$ cat src/rtl/store_result_monitor.sv
// Self-check monitor on the single-cycle MIPS store bus: decides pass, fail or timeout
// and keeps a circular log of recent stores so a board can report the program result.
module store_result_monitor #(
  parameter logic [31:0] PASS_ADDR      = 32'd84,
  parameter logic [31:0] PASS_DATA      = 32'd7,
  parameter logic [31:0] IGNORE_ADDR    = 32'd80,
  parameter int unsigned TIMEOUT_CYCLES = 1000,
  parameter int unsigned LOG_DEPTH      = 8,
  localparam int unsigned IDX_W         = $clog2(LOG_DEPTH)
) (
  input  logic             clk,
  input  logic             reset,
  input  logic             memoryWrite,
  input  logic [31:0]      dataAddress,
  input  logic [31:0]      writeData,
  input  logic [IDX_W-1:0] logIndex,
  output logic             done,
  output logic             pass,
  output logic             fail,
  output logic             timeout,
  output logic [15:0]      storeCount,
  output logic [31:0]      cycleCount,
  output logic [31:0]      lastAddress,
  output logic [31:0]      lastData,
  output logic [IDX_W:0]   logCount,
  output logic [31:0]      logAddress,
  output logic [31:0]      logData
);

  typedef enum logic [1:0] {
    ST_RUN     = 2'd0,
    ST_PASS    = 2'd1,
    ST_FAIL    = 2'd2,
    ST_TIMEOUT = 2'd3
  } state_t;

  localparam logic [31:0]    TIMEOUT_LAST = TIMEOUT_CYCLES - 32'd1;
  localparam logic [IDX_W:0] LOG_FULL     = LOG_DEPTH[IDX_W:0];

  function automatic logic [15:0] sat_inc16(input logic [15:0] v);
    return (v == 16'hFFFF) ? v : v + 16'd1;
  endfunction

  function automatic logic [31:0] sat_inc32(input logic [31:0] v);
    return (v == 32'hFFFF_FFFF) ? v : v + 32'd1;
  endfunction

  state_t           r_state;
  logic             r_pass;
  logic             r_fail;
  logic             r_timeout;
  logic             r_done;
  logic [15:0]      r_store_count;
  logic [31:0]      r_cycle_count;
  logic [31:0]      r_last_addr;
  logic [31:0]      r_last_data;
  logic [IDX_W:0]   r_log_count;
  logic [IDX_W-1:0] r_wr_ptr;
  logic [31:0]      r_log_addr [LOG_DEPTH];
  logic [31:0]      r_log_data [LOG_DEPTH];

  logic             w_run;
  logic             w_accept;
  logic             w_is_pass;
  logic             w_is_ignore;
  logic             w_timeout_hit;
  state_t           w_state_nxt;

  assign w_run         = (r_state == ST_RUN);
  assign w_accept      = w_run & memoryWrite;
  assign w_is_pass     = (dataAddress == PASS_ADDR) && (writeData == PASS_DATA);
  assign w_is_ignore   = (dataAddress == IGNORE_ADDR);
  assign w_timeout_hit = (r_cycle_count == TIMEOUT_LAST);

  // A decisive store outranks the timeout; an ignored store still lets the timeout fire.
  always_comb begin
    w_state_nxt = r_state;
    case (r_state)
      ST_RUN: begin
        if (memoryWrite && w_is_pass) begin
          w_state_nxt = ST_PASS;
        end else if (memoryWrite && !w_is_ignore) begin
          w_state_nxt = ST_FAIL;
        end else if (w_timeout_hit) begin
          w_state_nxt = ST_TIMEOUT;
        end else begin
          w_state_nxt = ST_RUN;
        end
      end
      default: w_state_nxt = r_state;
    endcase
  end

  always_ff @(posedge clk) begin
    if (reset) begin
      r_state       <= ST_RUN;
      r_pass        <= 1'b0;
      r_fail        <= 1'b0;
      r_timeout     <= 1'b0;
      r_done        <= 1'b0;
      r_store_count <= 16'd0;
      r_cycle_count <= 32'd0;
      r_last_addr   <= 32'd0;
      r_last_data   <= 32'd0;
      r_log_count   <= '0;
      r_wr_ptr      <= '0;
    end else begin
      r_state   <= w_state_nxt;
      r_pass    <= (w_state_nxt == ST_PASS);
      r_fail    <= (w_state_nxt == ST_FAIL);
      r_timeout <= (w_state_nxt == ST_TIMEOUT);
      r_done    <= (w_state_nxt != ST_RUN);
      if (w_run) begin
        r_cycle_count <= sat_inc32(r_cycle_count);
      end
      if (w_accept) begin
        r_store_count <= sat_inc16(r_store_count);
        r_last_addr   <= dataAddress;
        r_last_data   <= writeData;
        r_wr_ptr      <= r_wr_ptr + IDX_W'(1);
        if (r_log_count != LOG_FULL) begin
          r_log_count <= r_log_count + (IDX_W + 1)'(1);
        end
      end
    end
  end

  // Log storage: cleared on reset so unwritten slots read back as zero.
  always_ff @(posedge clk) begin
    if (reset) begin
      for (int i = 0; i < LOG_DEPTH; i++) begin
        r_log_addr[i] <= 32'd0;
        r_log_data[i] <= 32'd0;
      end
    end else if (w_accept) begin
      r_log_addr[r_wr_ptr] <= dataAddress;
      r_log_data[r_wr_ptr] <= writeData;
    end
  end

  assign done        = r_done;
  assign pass        = r_pass;
  assign fail        = r_fail;
  assign timeout     = r_timeout;
  assign storeCount  = r_store_count;
  assign cycleCount  = r_cycle_count;
  assign lastAddress = r_last_addr;
  assign lastData    = r_last_data;
  assign logCount    = r_log_count;
  assign logAddress  = r_log_addr[logIndex];
  assign logData     = r_log_data[logIndex];

endmodule

$ cat config.mk
export PLATFORM = sky130hd
export DESIGN_NAME = store_result_monitor
export DESIGN_NICKNAME = d
export VERILOG_FILES = /design/src/rtl/store_result_monitor.sv
export SDC_FILE = /design/constraint.sdc
export NUM_CORES = 1
export LEC_CHECK = 0
export ABC_AREA = 1
export CORE_MARGIN = 1
export CORE_UTILIZATION = 44
export CTS_BUF_LIST = sky130_fd_sc_hd__clkbuf_2
export DETAILED_ROUTE_END_ITERATION = 10
export PLACE_DENSITY = 0.71
export RECOVER_POWER = 50
export SYNTH_ARGS = -nofsm -noshare
export SYNTH_HDL_FRONTEND = slang
export SYNTH_SLANG_ARGS = --single-unit
$ cat constraint.sdc
create_clock -name clk -period 3.55 [get_ports clk]
set_input_delay 0.71 -clock clk [delete_from_list [all_inputs] [get_ports clk]]
set_output_delay 0.71 -clock clk [all_outputs]
set_load 0.1 [all_outputs]
### Word level (Yosys, flattened, before mapping)

Memories as Yosys holds them, arrays and structs flattened.
Cells that the tools add are included.

* register bits: 125
* memory bits (writable): 512
* output and inout port bits: 184
* word-level logic and storage cells: 56
* memories: 2

Memory list
* r_log_addr: words 8, bits a word 32, rd ports 1, clocked after memory_dff 0, wr ports 8, RTL line 59 `logic [31:0] r_log_addr [LOG_DEPTH];`
* r_log_data: words 8, bits a word 32, rd ports 1, clocked after memory_dff 0, wr ports 8, RTL line 60 `logic [31:0] r_log_data [LOG_DEPTH];`

* add/sub/neg operators: 4
* eq/ne operators: 10
* muxes and demuxes: 15
* bitwise gates (word level): 3
* reductions and logical operators: 11

Operators by type and width (number)
* $eq 32x7->1 const B: 2
* $mux 32: 2
* $reduce_or 32->1: 2
* $add 32x1->32 const B: 1
* $eq 32x10->1 const B: 1
* $eq 32x3->1 const B: 1
* $eq 32x32->1 const B: 1
* $add 16x1->16 const B: 1
* $eq 16x16->1 const B: 1
* $mux 2: 4
* $mux 1: 7
* $mux 3: 2
* $reduce_and 2->1: 3
* $add 4x1->4 const B: 1
* $eq 2x2->1 const B: 2
* $ne 4x4->1 const B: 1
* $add 3x1->3 const B: 1
* $logic_and 1x1->1: 3
* $eq 2x1->1 const B: 1
* $logic_not 2->1: 1
* $not 1->1: 2
* $reduce_bool 2->1: 1
* $and 1x1->1: 1
* $logic_not 1->1: 1

### Longest topological paths before layout

* depth after elaboration: 7
* depth in mapped cells: 13
* mapped depth without buffers: 13

### Worst setup path after synthesis

No wires, ideal clock.

* kind: in2out
* start point: input logIndex[0]
* end point: output logAddress[10]
* arrival time: 3.209 ns
* setup slack: -0.369 ns
* stages: 9
* buffers on the path: 4
* cells stage by stage: inv_1 > buf_4 > buf_4 > buf_2 > buf_2 > nor2_1 > o22ai_1 > nor2_1 > a31oi_1

* word-level cells in the longest chain between the ends: 1

RTL lines
* start, declared: RTL line 16 `input logic [IDX_W-1:0] logIndex,`
* $mem_v2 8x32
* end, declared: RTL line 26 `output logic [31:0] logAddress,`

Every way passes these cells.

### Worst setup path after layout

* start point: register r_cycle_count[16], in the netlist cycleCount[16]
* end point: output cycleCount[16]

RTL lines
* start, declared: RTL line 54 `logic [31:0] r_cycle_count;`
* start signal, assigned: RTL line 114 `r_cycle_count <= sat_inc32(r_cycle_count);`
* end, declared: RTL line 22 `output logic [31:0] cycleCount,`

No word-level cell between the ends.

==> results <==
- The run finished, with violations left.
- The checks that failed: max-capacitance violations, max-slew violations.
- The worst setup path is of the reg2out kind.
- The synthesized design contains 512 enable-type register cells.
- The worst path arrival time is 2.67 ns.
- The internal power of the cells totals 0.0115 W.
- STA classifies the critical path endpoint as a primary output.
- In this run the power density over the cells is 493 nW/um^2.
- The setup-violating endpoint count in the final report is 0.
- The total negative slack for setup checks is 0 ns.
- The layout filler cell count is 5,558.
- The largest net degree at the start of global routing is 103.
- The total number of H-tree levels is 4.
- The endpoint of the worst hold-timing path is lastData[1]$_SDFFE_PP0P_.
- The share of total power dissipated in the clock network is 0.316.
- After the last flow step, the layout net total stands at 3,320.
- Clock-pin slew was measured on the worst setup and hold paths at 0.09 ns.
- The signal on the critical path passes through dlygate4sd2_1.
- The number of different library cells used by synthesis comes to 45.
- In the global route stage, met3 resource usage came out at 0.0614.
- For the pin with the worst max-slew slack, the measured transition is 1.99 ns.
- The sequential share of the synthesized area is 0.642.
- The routability congestion estimate is 0.881.
- The initialized floorplan defines 91 standard-cell rows.
- The startpoint identified for the worst register-to-register timing path is r_state[1]$_SDFF_PP0_.
- The worst path meets setup with 0.169 ns of slack.
- The shortest clock period the worst path allows after layout is 3.38 ns.
- In the layout the commonest cells are 1,068 x sky130_fd_sc_hd__nor2_1, 512 x sky130_fd_sc_hd__edfxtp_1, 343 x sky130_fd_sc_hd__o21ai_0.
- Timing analysis after detailed placement gives a worst setup slack of 0.418 ns.
- In the final routed layout, each cell accounts on average for 19.1 um.
- The number of buffer and inverter instances along the worst setup path is 1.
- The total clock sinks is 637.
- The detailed-route DRC error count is 0.
- The core footprint is 62,200 sq um.
- The switching component of the power is 0.00540 W.
- The summed instance area of the synthesized netlist is 27,800 sq um.
- The delay of the slowest cell on the worst path is 0.89 ns.
- Setup repair after global routing left no endpoint under its margin.
- Among all flip-flop cells after synthesis, the most frequent one is sky130_fd_sc_hd__edfxtp_1.
- Synthesis inferred 637 register bits.
- No sink is reached through more buffers than the 3 on the longest clock path.
- The worst hold slack is 0.175 ns.
- The total setup buffers inserted after CTS is 0.
- The met2 usage in global routing is 0.415.
- The most common cell after layout, fill and taps aside is sky130_fd_sc_hd__nor2_1.
- Once layout is complete, the utilization of the core stands at 0.551.
- For this block, the initial DRC count from the detailed router was 1,952.
- The via count of the first global-routing pass was 21.9k.
- Overall power consumption after layout is estimated at 0.0169 W.
- Timing would allow up to 0.296 GHz.
- For this design, the slowest cell found on the critical path is sky130_fd_sc_hd__dlygate4sd2_1.
- The TritonCTS clock tree is done.
- The average cell area after synthesis is 9.57 sq um.
- After detailed routing, the number of vias per cell comes to 5.35.
- The share of total power consumed by net switching is 0.320.
- For this block, the routed nets add up to 80,700 um of wire.
- The number of slew-limit violations in the final report was 390.
- The post-DP HPWL is 45,700 um.
- Across the routed clock network, the largest skew measured is 0.0811 ns.
- The fraction of registers with async set or reset after synthesis is 0.
- The critical path launch point type is a register.
- The total congestion overflow is 0.
- Input and output buffers added on the ports amount to 253.
- The worst register-to-register path ends at r_log_addr[5][17]$_SDFFCE_PN0P_.
- When the netlist entered floorplanning its net count stood at 2,986.
- The highest fanout seen on the critical path is 4.
- The number of hold violations in the final report is 0.
- The tool flagged a number of max-cap violations equal to 6.
- The root buffer cell chosen for the clock tree is sky130_fd_sc_hd__clkbuf_2.
- The layout overhead on the synthesized area is 22.9%.
- The number of cells on the worst reg-to-reg path is 6.
- The standby leakage power is 13.5 nW.
- The total clock buffers created by CTS is 168.
- The clock latency on the worst-skew pair is 1.35 ns.
- The remaining max-slew budget at the tightest pin is -0.328.
- Of the cells placed in the final design, the portion with a size suffix greater than 1 is 0.165.
- The most crowded layer after global routing is met2.
- The pre-antenna-repair detailed-routing pass consisted of 7 iterations.
- The overall routing resource usage is 0.253.
- The routing usage on met1 is 0.320.
- In this run the count of I/O pins placed on the die edge is 254.
- VDD sags by at most 298 uV.
- The wire length of the first global-routing pass is 123,000 um.
- The chip height is 254 um.
- The share of power burned in registers is 0.504.
- Of the available clock period, the critical path in the final layout requires 0.952.
- The worst hold path was traced through 3 stages.
- After technology mapping, the gate count stands at 2,911.
- The gate family responsible for the most delay along the worst path is buffers and inverters.
- The share of total power dissipated in combinational logic is 0.180.
- The required time of the critical path is 2.84 ns.
- The startpoint of the tightest hold check path is writeData[1].
- The effective utilization at floorplan is 0.448.
- The warning count from the yosys run is 0.
- The die area is 64,300 sq um.
- The final antenna-violating net count is 0.
- The flop-to-flop setup slack is 0.26 ns.
- The final route contains 22.6k vias.
- In this run the horizontal extent of the chip is 254 um.
- The classification of the worst-slack hold path is in2reg.
- The initial antenna violation count is 2.
registers in the layout (all words and copies together), names as in the netlist, 3 cells and up:
register,count
lastData,32
logCount,4
cycleCount,32
storeCount,16
r_log_data,256
r_wr_ptr,3
r_log_addr,256
lastAddress,32
synth_stat cells (4+ instances only):
library cell / instances / area share
sky130_fd_sc_hd__nand3b_1: 4 / 0.0011
sky130_fd_sc_hd__inv_1: 62 / 0.0084
sky130_fd_sc_hd__nand3_1: 26 / 0.0047
sky130_fd_sc_hd__edfxtp_1: 512 / 0.55
sky130_fd_sc_hd__inv_2: 4 / 0.00054
sky130_fd_sc_hd__ha_1: 5 / 0.0022
sky130_fd_sc_hd__nand2_1: 192 / 0.026
sky130_fd_sc_hd__nor3_1: 30 / 0.0054
sky130_fd_sc_hd__o21ai_0: 342 / 0.061
sky130_fd_sc_hd__buf_6: 5 / 0.0020
sky130_fd_sc_hd__dfxtp_1: 125 / 0.090
sky130_fd_sc_hd__buf_1: 27 / 0.0036
sky130_fd_sc_hd__o22ai_1: 64 / 0.014
sky130_fd_sc_hd__buf_2: 63 / 0.011
sky130_fd_sc_hd__xor2_1: 12 / 0.0038
sky130_fd_sc_hd__clkbuf_1: 102 / 0.014
sky130_fd_sc_hd__a21oi_1: 93 / 0.017
sky130_fd_sc_hd__nand4_1: 13 / 0.0029
sky130_fd_sc_hd__clkinv_1: 57 / 0.0077
sky130_fd_sc_hd__nor2_1: 1065 / 0.14
sky130_fd_sc_hd__a31oi_1: 64 / 0.014
sky130_fd_sc_hd__o21bai_1: 5 / 0.0013
worst max-delay path by stage:
| stage | startpoint | cells after the start | endpoint |
|---|---|---|---|
| 2_1_floorplan | reset | 8 | r_log_addr[1][0]$_SDFFCE_PN0P_ |
| 3_3_place_gp | logIndex[2] | 6 | logData[5] |
| 3_5_place_dp | logIndex[2] | 6 | logData[8] |
| 4_1_cts | cycleCount[3]$_SDFFE_PP0P_ | 1 | cycleCount[3] |
| 5_1_grt | storeCount[6]$_SDFFE_PP0P_ | 1 | storeCount[6] |
| 6_report | cycleCount[16]$_SDFFE_PP0P_ | 1 | cycleCount[16] |
layout make-up:
| class | count | area (sq um) | area share |
|---|---|---|---|
| Sequential cell | 637 | 17900 | 0.522 |
| Clock inverter | 37 | 265 | 0.00775 |
| Clock buffer | 268 | 1340 | 0.0392 |
| Inverter | 123 | 478 | 0.0140 |
| Tap cell | 837 | 1050 | 0.0306 |
| Antenna cell | 2 | 5.00 | 0.000146 |
| Timing Repair Buffer | 365 | 4180 | 0.122 |
| Multi-Input combinational cell | 1950 | 9030 | 0.264 |
worst register-to-register path, cell delays in order (launching register included):
cell,delay (ns)
sky130_fd_sc_hd__dfxtp_1,0.32
sky130_fd_sc_hd__nor2_1,0.34
sky130_fd_sc_hd__nand2_1,0.27
sky130_fd_sc_hd__nor2_1,0.41
sky130_fd_sc_hd__nand2_1,0.19
sky130_fd_sc_hd__clkbuf_2,1.08
sky130_fd_sc_hd__nor2_1,0.41
repair_timing:
action,in CTS,in global routing
gates cloned,0,0
hold buffers,44,0
endpoints found under the setup margin,87,7
hold endpoints to repair,54,0
resized for setup,103,8
power groups by stage:
stage	logic, W	clock network [W]	registers [W]
global placement	0.00304	0	0.00866
detailed placement	0.00306	0	0.00867
global route	0.00319	0.00584	0.00854
CTS	0.00306	0.00546	0.00850
floorplan	0.00147	0	0.00920
finish	0.00304	0.00533	0.00850
through the flow:
| stage | instance area (sq um) | cells |
|---|---|---|
| 6_report | 34200 | 4219 |
| 5_1_grt | 34200 | 4219 |
| 4_1_cts | 34400 | 4217 |
| 3_5_place_dp | 32400 | 3868 |
| 3_3_place_gp | 32400 | 3868 |
| 2_1_floorplan | 28200 | 2911 |
logic make-up after synthesis:
family	share of synthesized area
buffers and inverters	0.0487
AND/OR/NAND/NOR	0.193
flip-flops	0.642
XOR/XNOR	0.00440
adder cells (fa/ha/maj)	0.00225
AO/OA/AOI/OAI	0.110
metal layers:
metal	vias to the layer above	routed length [um]
met5	-	0
met4	0	2060
met3	135	6230
met2	934	39000
met1	10900	33300
li1	10700	-
No activity file was read; power rests on OpenSTA's default activity.
